### src/rtl/posit_err_pkg.sv
// rtl/posit_err_pkg.sv - shared FSM state type and constants for the posit error monitor
package posit_err_pkg;

   typedef enum logic [1:0] {
      ST_IDLE  = 2'd0,
      ST_RUN   = 2'd1,
      ST_DRAIN = 2'd2,
      ST_DONE  = 2'd3
   } state_e;

   localparam int DRAIN_CYCLES = 2;
   localparam int HIST_BINS    = 4;

endpackage

### src/rtl/posit_lane_diff.sv
// rtl/posit_lane_diff.sv - one lane: absolute distance between two posit bit patterns
// and the over-tolerance flag.
module posit_lane_diff
   import posit_err_pkg::*;
#(
   parameter int N   = 8,
   parameter int TOL = 0
)(
   input  logic [N-1:0] act_i,
   input  logic [N-1:0] exp_i,
   output logic [N-1:0] diff_o,
   output logic         err_o
);

   localparam logic [32:0] TOL_U = 33'(TOL);

   assign diff_o = (exp_i >= act_i) ? (exp_i - act_i) : (act_i - exp_i);
   assign err_o  = 33'(diff_o) > TOL_U;

endmodule

### src/rtl/posit_err_monitor.sv
// rtl/posit_err_monitor.sv - two-stage posit result checker with saturating run statistics.
// Optional diff histogram output enabled by defining POSIT_ERR_HIST_EN.
module posit_err_monitor
   import posit_err_pkg::*;
#(
   parameter int N     = 8,
   parameter int LANES = 1,
   parameter int CNT_W = 32,
   parameter int TOL   = 0
)(
   input  logic                 clk,
   input  logic                 rst,
   input  logic                 start,
   input  logic                 stop,
   input  logic                 in_valid,
   input  logic [LANES*N-1:0]   in_act,
   input  logic [LANES*N-1:0]   in_exp,
   output logic                 busy,
   output logic                 done,
   output logic                 err_flag,
   output logic [CNT_W-1:0]     beat_cnt,
   output logic [CNT_W-1:0]     err_cnt,
   output logic [CNT_W-1:0]     sum_diff,
   output logic [N-1:0]         max_diff,
   output logic [CNT_W-1:0]     first_err_idx,
   output logic                 first_err_vld
`ifdef POSIT_ERR_HIST_EN
  ,output logic [HIST_BINS*CNT_W-1:0] hist
`endif
);

   localparam int              SW        = ((CNT_W > N + 2) ? CNT_W : N + 2) + 1;
   localparam logic [CNT_W-1:0] CNT_MAX  = '1;
   localparam logic [SW-1:0]   CNT_MAX_W = SW'(CNT_MAX);

   function automatic logic [CNT_W-1:0] sat_add(input logic [CNT_W-1:0] a,
                                                input logic [N+1:0]     b);
      logic [SW-1:0] s;
      s = SW'(a) + SW'(b);
      return (s > CNT_MAX_W) ? CNT_MAX : s[CNT_W-1:0];
   endfunction

   state_e     state_q;
   logic [1:0] drain_q;
   logic       busy_q;
   logic       done_q;

   always_ff @(posedge clk) begin
      if (rst) begin
         state_q <= ST_IDLE;
         drain_q <= '0;
         busy_q  <= 1'b0;
         done_q  <= 1'b0;
      end else if (start) begin
         state_q <= ST_RUN;
         drain_q <= '0;
         busy_q  <= 1'b1;
         done_q  <= 1'b0;
      end else begin
         case (state_q)
            ST_RUN: if (stop) begin
               state_q <= ST_DRAIN;
               drain_q <= '0;
            end
            ST_DRAIN: if (drain_q == 2'(DRAIN_CYCLES - 1)) begin
               state_q <= ST_DONE;
               busy_q  <= 1'b0;
               done_q  <= 1'b1;
            end else begin
               drain_q <= drain_q + 2'd1;
            end
            default: ;
         endcase
      end
   end

   logic [LANES*N-1:0] diff_w;
   logic [LANES-1:0]   err_w;

   for (genvar k = 0; k < LANES; k++) begin : g_lane
      posit_lane_diff #(.N(N), .TOL(TOL)) u_lane (
         .act_i  (in_act[k*N +: N]),
         .exp_i  (in_exp[k*N +: N]),
         .diff_o (diff_w[k*N +: N]),
         .err_o  (err_w[k])
      );
   end

   // Stage 1: latch per-lane results of accepted beats.
   logic               s1_vld_q;
   logic [LANES*N-1:0] s1_diff_q;
   logic [LANES-1:0]   s1_err_q;
   logic               accept;

   assign accept = in_valid && (state_q == ST_RUN);

   always_ff @(posedge clk) begin
      if (rst) begin
         s1_vld_q  <= 1'b0;
         s1_diff_q <= '0;
         s1_err_q  <= '0;
      end else begin
         s1_vld_q <= accept;
         if (accept) begin
            s1_diff_q <= diff_w;
            s1_err_q  <= err_w;
         end
      end
   end

   logic [N+1:0] beat_sum;
   logic [N-1:0] beat_max;
   logic [N+1:0] beat_nerr;

   always_comb begin
      beat_sum  = '0;
      beat_max  = '0;
      beat_nerr = '0;
      for (int k = 0; k < LANES; k++) begin
         beat_sum  = beat_sum + {2'b00, s1_diff_q[k*N +: N]};
         beat_nerr = beat_nerr + (N+2)'(s1_err_q[k]);
         if (s1_diff_q[k*N +: N] > beat_max) beat_max = s1_diff_q[k*N +: N];
      end
   end

   // Stage 2: fold the registered beat into the run statistics.
   logic [CNT_W-1:0] beat_q, beat_d;
   logic [CNT_W-1:0] err_q, err_d;
   logic [CNT_W-1:0] sum_q, sum_d;
   logic [N-1:0]     max_q, max_d;
   logic [CNT_W-1:0] fidx_q, fidx_d;
   logic             fvld_q, fvld_d;

   always_comb begin
      beat_d = beat_q;
      err_d  = err_q;
      sum_d  = sum_q;
      max_d  = max_q;
      fidx_d = fidx_q;
      fvld_d = fvld_q;
      if (s1_vld_q) begin
         beat_d = sat_add(beat_q, (N+2)'(1));
         err_d  = sat_add(err_q, beat_nerr);
         sum_d  = sat_add(sum_q, beat_sum);
         max_d  = (beat_max > max_q) ? beat_max : max_q;
         if (|s1_err_q && !fvld_q) begin
            fidx_d = beat_q;
            fvld_d = 1'b1;
         end
      end
   end

   always_ff @(posedge clk) begin
      if (rst || start) begin
         beat_q <= '0;
         err_q  <= '0;
         sum_q  <= '0;
         max_q  <= '0;
         fidx_q <= '0;
         fvld_q <= 1'b0;
      end else begin
         beat_q <= beat_d;
         err_q  <= err_d;
         sum_q  <= sum_d;
         max_q  <= max_d;
         fidx_q <= fidx_d;
         fvld_q <= fvld_d;
      end
   end

`ifdef POSIT_ERR_HIST_EN
   logic [HIST_BINS*CNT_W-1:0]   hist_q, hist_d;
   logic [HIST_BINS-1:0][N+1:0]  bin_n;

   always_comb begin
      bin_n  = '0;
      hist_d = hist_q;
      for (int k = 0; k < LANES; k++) begin
         if (s1_diff_q[k*N +: N] > N'(2)) bin_n[3] = bin_n[3] + (N+2)'(1);
         else bin_n[s1_diff_q[k*N +: 2]] = bin_n[s1_diff_q[k*N +: 2]] + (N+2)'(1);
      end
      if (s1_vld_q) begin
         for (int b = 0; b < HIST_BINS; b++)
            hist_d[b*CNT_W +: CNT_W] = sat_add(hist_q[b*CNT_W +: CNT_W], bin_n[b]);
      end
   end

   always_ff @(posedge clk) begin
      if (rst || start) hist_q <= '0;
      else              hist_q <= hist_d;
   end

   assign hist = hist_q;
`endif

   assign busy          = busy_q;
   assign done          = done_q;
   assign beat_cnt      = beat_q;
   assign err_cnt       = err_q;
   assign sum_diff      = sum_q;
   assign max_diff      = max_q;
   assign first_err_idx = fidx_q;
   assign first_err_vld = fvld_q;
   assign err_flag      = |err_q;

endmodule

### config.mk
export PLATFORM = sky130hd
export DESIGN_NAME = posit_err_monitor
export DESIGN_NICKNAME = d
export VERILOG_FILES = /design/src/rtl/posit_err_pkg.sv /design/src/rtl/posit_lane_diff.sv /design/src/rtl/posit_err_monitor.sv
export SDC_FILE = /design/constraint.sdc
export NUM_CORES = 1
export LEC_CHECK = 0
export BUFFER_PORTS_ARGS = -buffer_cell sky130_fd_sc_hd__buf_2
export CAP_MARGIN = 10
export CORE_MARGIN = 5
export CORE_UTILIZATION = 57
export CTS_BUF_LIST = sky130_fd_sc_hd__clkbuf_8
export CTS_CLUSTER_SIZE = 24
export DETAILED_ROUTE_END_ITERATION = 7
export PLACE_DENSITY = 0.87
export SKIP_CTS_REPAIR_TIMING = 1
export SLEW_MARGIN = 10
export SYNTH_ARGS = -nofsm -noshare
export SYNTH_HDL_FRONTEND = slang
export SYNTH_SLANG_ARGS = --single-unit
### constraint.sdc
create_clock -name clk -period 6.7 [get_ports clk]
set_input_delay 1.005 -clock clk [delete_from_list [all_inputs] [get_ports clk]]
set_output_delay 1.005 -clock clk [all_outputs]
set_load 0.05 [all_outputs]
Word-level counts from Yosys, hierarchy flattened
Cells that the tools add are included.
{"block": "classes", "addsub": 6, "order_cmp": 7, "n_eq_ne": 8, "muxes": 15, "n_reduce_logical": 17}
{"op": "$gt A33 B32 Y1 const B", "n": 3}
{"op": "$mux W32", "n": 3}
{"op": "$add A32 B1 Y33", "n": 1}
{"op": "$add A32 B1 Y33 const B", "n": 1}
{"op": "$add A32 B8 Y33", "n": 1}
{"op": "$reduce_or A32 Y1", "n": 1}
{"op": "$gt A8 B1 Y1 const B", "n": 2}
{"op": "$mux W8", "n": 2}
{"op": "$sub A8 B8 Y8", "n": 2}
{"op": "$reduce_and A3 Y1", "n": 3}
{"op": "$ge A8 B8 Y1", "n": 1}
{"op": "$gt A8 B8 Y1", "n": 1}
{"op": "$mux W2", "n": 4}
{"op": "$pmux W2 S2", "n": 2}
{"op": "$reduce_and A2 Y1", "n": 4}
{"op": "$ne A2 B2 Y1 const B", "n": 3}
{"op": "$ne A3 B3 Y1 const B", "n": 2}
{"op": "$reduce_bool A2 Y1", "n": 3}
{"op": "$eq A2 B1 Y1 const B", "n": 2}
{"op": "$mux W1", "n": 4}
{"op": "$reduce_bool A3 Y1", "n": 1}
{"op": "$add A2 B1 Y2 const B", "n": 1}
{"op": "$eq A2 B2 Y1 const B", "n": 1}
{"op": "$logic_and A1 B1 Y1", "n": 2}
{"op": "3 further kinds", "n": 3}
{"block": "totals", "regBits": 153, "inputBits": 21, "out_inout_bits": 140, "elab_cells": 67}

Depth between registers and ports, before layout
{"block": "logic_depth", "ltp_word": 4, "ltp_mapped": 11, "depth_no_buf": 10}

Modules after synthesis
A second synthesis with hierarchy kept.
{"block": "unflattened", "hier_cells": 1081, "hier_area_um2": 8662.1}
{"module": "posit_err_monitor", "instances": 1, "cells_each": 981, "area_per_inst_um2": 7868.8}
{"module": "posit_lane_diff", "instances": 1, "cells_each": 100, "area_per_inst_um2": 793.3}

Least setup slack after synthesis
OpenSTA, ideal clock, no wires.
{"block": "synth_path", "path_kind": "in2reg", "from": "input port in_exp[0]", "to": "register s1_err_q", "arrival_ns": 3.058, "required_time_ns": 6.574, "slack_ns": 3.515, "path_stages": 11, "n_path_buf": 1, "path_cell_list": "inv_1 -> ha_1 -> fa_1 -> nand3b_1 -> a21o_1 -> a31o_1 -> buf_6 -> a211oi_1 -> a221oi_2 -> nor4b_2 -> a211oi_2"}
{"block": "synth_between", "elab_chain_len": 3}
{"item": "start, declared", "line": "posit_err_monitor.sv:17", "source": "input logic [LANES*N-1:0] in_exp,"}
{"item": "$sub A8 B8 Y8 or $ge A8 B8 Y1 (tied branches)", "line": "posit_lane_diff.sv:17", "source": "assign diff_o = (exp_i >= act_i) ? (exp_i - act_i) : (act_i - exp_i);"}
{"item": "$mux W8 *", "line": "posit_lane_diff.sv:17"}
{"item": "$gt A8 B1 Y1 *", "line": "posit_lane_diff.sv:18", "source": "assign err_o = 33'(diff_o) > TOL_U;"}
{"item": "end signal, assigned", "line": "posit_err_monitor.sv:106", "source": "s1_err_q <= err_w;"}
{"item": "end, declared", "line": "posit_err_monitor.sv:92", "source": "logic [LANES-1:0] s1_err_q;"}
Every way passes the cells marked *; elsewhere a longest branch is shown, timed or not.
A chain may end at the register's enable or synchronous reset.

Worst setup path in the final report
{"block": "layout_path", "from": "register s1_diff_q[0]", "to": "register sum_q[23], in the netlist sum_diff[23]"}
{"block": "layout_between", "elab_chain_len": 3}
{"item": "start, declared", "line": "posit_err_monitor.sv:91", "source": "logic [LANES*N-1:0] s1_diff_q;"}
{"item": "start signal, assigned", "line": "posit_err_monitor.sv:105", "source": "s1_diff_q <= diff_w;"}
{"item": "$add A32 B8 Y33 *", "line": "posit_err_monitor.sv:39", "source": "s = SW'(a) + SW'(b);"}
{"item": "$gt A33 B32 Y1", "line": "posit_err_monitor.sv:40", "source": "return (s > CNT_MAX_W) ? CNT_MAX : s[CNT_W-1:0];"}
{"item": "$mux W32 *", "line": "posit_err_monitor.sv:40"}
{"item": "end signal, assigned", "line": "posit_err_monitor.sv:164", "source": "sum_q <= sum_d;"}
{"item": "end, declared", "line": "posit_err_monitor.sv:129", "source": "logic [CNT_W-1:0] sum_q, sum_d;"}
Marks and branches as above.

==> flow_summary.toml <==
[setup_path]
worst_r2r_endpoint = "sum_diff[23]"
worstPathRequired_ps = 7060
cp_top_family = "compound AO/OA/AOI/OAI gates"
rrSetupSlack_ps = 3550
cp_cell_sequence = "ha_1 > inv_1 > fa_1 > nor2b_1 > o21ai_1 > a21oi_1 > o21a_1 > o2111ai_1 > and3_1 > a221oi_1"
end_kind = "register"
worst-path-stages = 10
cp_slowest_cell = "o2111ai_1"
crit_type = "register to register"
worst-r2r-cell-count = 10
crit_path_start_kind = "register"
path_max_fanout = 14
slowest_delay_ps = 570
reg2reg_from = "s1_diff_q[0]"
cp_num_buf_inv = 1
worstPathArrival_ps = 3510

[run]
cap_violations = 0

[drt]
wl_per_cell_um = 15.7
top_layer = "met4"
wl_mm = 21.2
via_per_inst = 6.07
wl_met3_mm = 1.49
drc = 0
dr.pass1.iters = 6
drtAntennaViolNets = 0
initialDrtViolationCount = 676
vias = 8178
wl_met2_mm = 10.1
wl_met1_mm = 9.23

[synthesis]
async_flop_share_pct = 0
synth-edff-count = 0
syn_area_um2 = 8140
synth_commonest_cells = "dfxtp_1 (153), nand2_1 (130), a21oi_1 (101)"
ys.flop_type = "dfxtp_1"
ys_warn_count = 0
syn_avg_cell_area_um2 = 7.96
netlist_instances = 1023
yosys.area.top_type = "dfxtp_1"
synth.yosys.seq_area_share_pct = 37.6
yosysUniqueCellTypes = 67
netlist.area_leader.share_pct = 37.6
syn_nets = 1083
ys_top_cells_by_area = "dfxtp_1 (38%), a21oi_1 (6.2%), nand2_1 (6.0%)"
synth.most_common_cell = "dfxtp_1"
ys_ff_latch = 153

[clocking]
htree_levels = 4
cts-root-buf = "clkbuf_8"
cts_tree = "yes"
clk_path_buf_depth = 2
cts_buffers = 17
clkTransAtPathRegs_ps = 90
cts_sinks = 153
clk_latency_ps = 460

[worst_hold_path]
hold_class = "register to register"
holdPathEnd = "first_err_idx[31]"
hold_depth = 2
worstHoldStart = "first_err_idx[31]"

[layout]
area_delta_synth_final_pct = 15.0
fin_nets = 1214
fillers = 1157
diodes = 0
final_cells = 1347
finalInstanceArea_um2 = 9370
layout-drive-gt1-share_pct = 19.4

[global_routing]
grt_pass1_vias = 7203
grt_max_degree = 83
grtUsageTotal_pct = 24.9
grt_pass1_wl_mm = 34.7
antenna_found_initial = 0
grt-ovfl-total = 0

[power_and_ir_drop]
p_clk_share_pct = 38.9
p_leak_nw = 3.84
peakVddDrop_mv = 0.121
p_comb_share_pct = 8.8
power.switching_mw = 0.458
p_sw_share_pct = 26.0
seq_power_share_pct = 52.3
power.density_nw_per_um2 = 188
p_int_mw = 1.31

[floorplan]
floorplan.initialDensity_pct = 58.4
die_area_um2 = 16800
rows = 43
coreArea_um2 = 13900
die_w_um = 130
fp.dieH_um = 130
io_pins = 161

[timing]
fin_crit_sh_pct = 47.0
final_max_slew_viol_count = 0
fin_worst_skew_ps = 9.69
setup_viol = 0
fin_tns_setup_ps = 0
fmax_ghz = 0.317
slew-limit-headroom_pct = 19.5
finalHoldViolCount = 0
worst_pin_slew_ps = 1210
finalCriticalPeriod_ps = 3150
rsz0062_at_grt = "false"

[placed_design]
place_inst = 1315
dp_hpwl_mm = 14.9
io_buffer_count = 160
gp_congestion = 0.927
place_area_um2 = 8990

[outcome]
status = "finished clean"
[through the flow]
stage	hold slack (ps)	total power, mW	util (%)	setup WS (ps)
6_report	452	1.76	67.2	3550
5_1_grt	472	1.83	67.2	3300
4_1_cts	457	1.77	67.2	3580
3_5_place_dp	446	1.10	64.5	3170
3_3_place_gp	439	1.09	64.5	3300
2_1_floorplan	464	1.06	-	3520
[final cells by class]
class	count	area (um2)	area share, %
Clock buffer	18	248	2.64
Clock inverter	14	134	1.43
Inverter	53	199	2.12
Multi-Input combinational cell	764	4660	49.7
Sequential cell	153	3060	32.7
Tap cell	180	225	2.40
Timing Repair Buffer	165	838	8.95
[sequential cells by signal, summed over array words and instances, names as in the netlist]
signal	cells
sum_diff	32
first_err_vld	1
s1_err_q	1
max_diff	8
err_cnt	32
s1_diff_q	8
drain_q	2
first_err_idx	32
s1_vld_q	1
done	1
beat_cnt	32
busy	1
state_q	2
[worst register-to-register path, stage by stage (launching register included)]
cell and delay, ps:
dfxtp_1 410, ha_1 200, inv_1 60, fa_1 390, nor2b_1 130, o21ai_1 80, a21oi_1 240, o21a_1 220
o2111ai_1 570, and3_1 470, a221oi_1 290
[worst max-delay path by stage]
| stage | slack [ps] | start | end |
|---|---|---|---|
| floorplan | 3520 | in_exp[0] | s1_err_q |
| global placement | 3300 | in_act[0] | s1_err_q |
| detailed placement | 3170 | in_exp[0] | s1_err_q |
| CTS | 3580 | s1_diff_q[0] | sum_diff[23] |
| global route | 3300 | s1_diff_q[0] | sum_diff[23] |
| finish | 3550 | s1_diff_q[0] | sum_diff[23] |
[logic make-up after synthesis]
logic type               count (synthesis)  share of synthesized area [%]
AND/OR/NAND/NOR                        408                           25.5
multiplexers                            15                           1.86
flip-flops                             153                           37.6
adder cells (fa/ha/maj)                 39                           6.27
buffers and inverters                  106                           5.25
XOR/XNOR                                 9                          0.968
AO/OA/AOI/OAI                          293                           22.5
[per-layer routing]
layer	track usage, %	vias to the layer above
li1	-	3976
met1	33.3	3865
met2	40.2	294
met3	5.36	43
met4	8.50	0
met5	0	-
[cells in the final DEF, fill, tap and decap left out, drive strengths merged, types with 5 or more instances in the layout]
cell	count
o21ai	75
dfxtp	153
and2	14
a21oi	101
a221oi	9
nor2b	12
xnor2	5
ha	36
nand4	14
a311oi	16
nor4	17
a31oi	27
nand3	36
a21o	7
nand2b	5
nand3b	6
o21a	6
a211oi	35
and3	22
nor3	34
nor2	85
inv	55
and4	16
clkbuf	18
clkinvlp	5
nand2	130
or2	7
mux2i	14
buf	165
clkinv	5
[power groups by stage]
stage          clock, mW  combinational (mW)  sequential (mW)
6_report           0.685               0.155            0.923
5_1_grt            0.732               0.172            0.923
4_1_cts            0.696               0.154            0.922
3_5_place_dp           0               0.153            0.944
3_3_place_gp           0               0.148            0.944
2_1_floorplan          0               0.114            0.946
No activity file was read; power rests on OpenSTA's default activity.
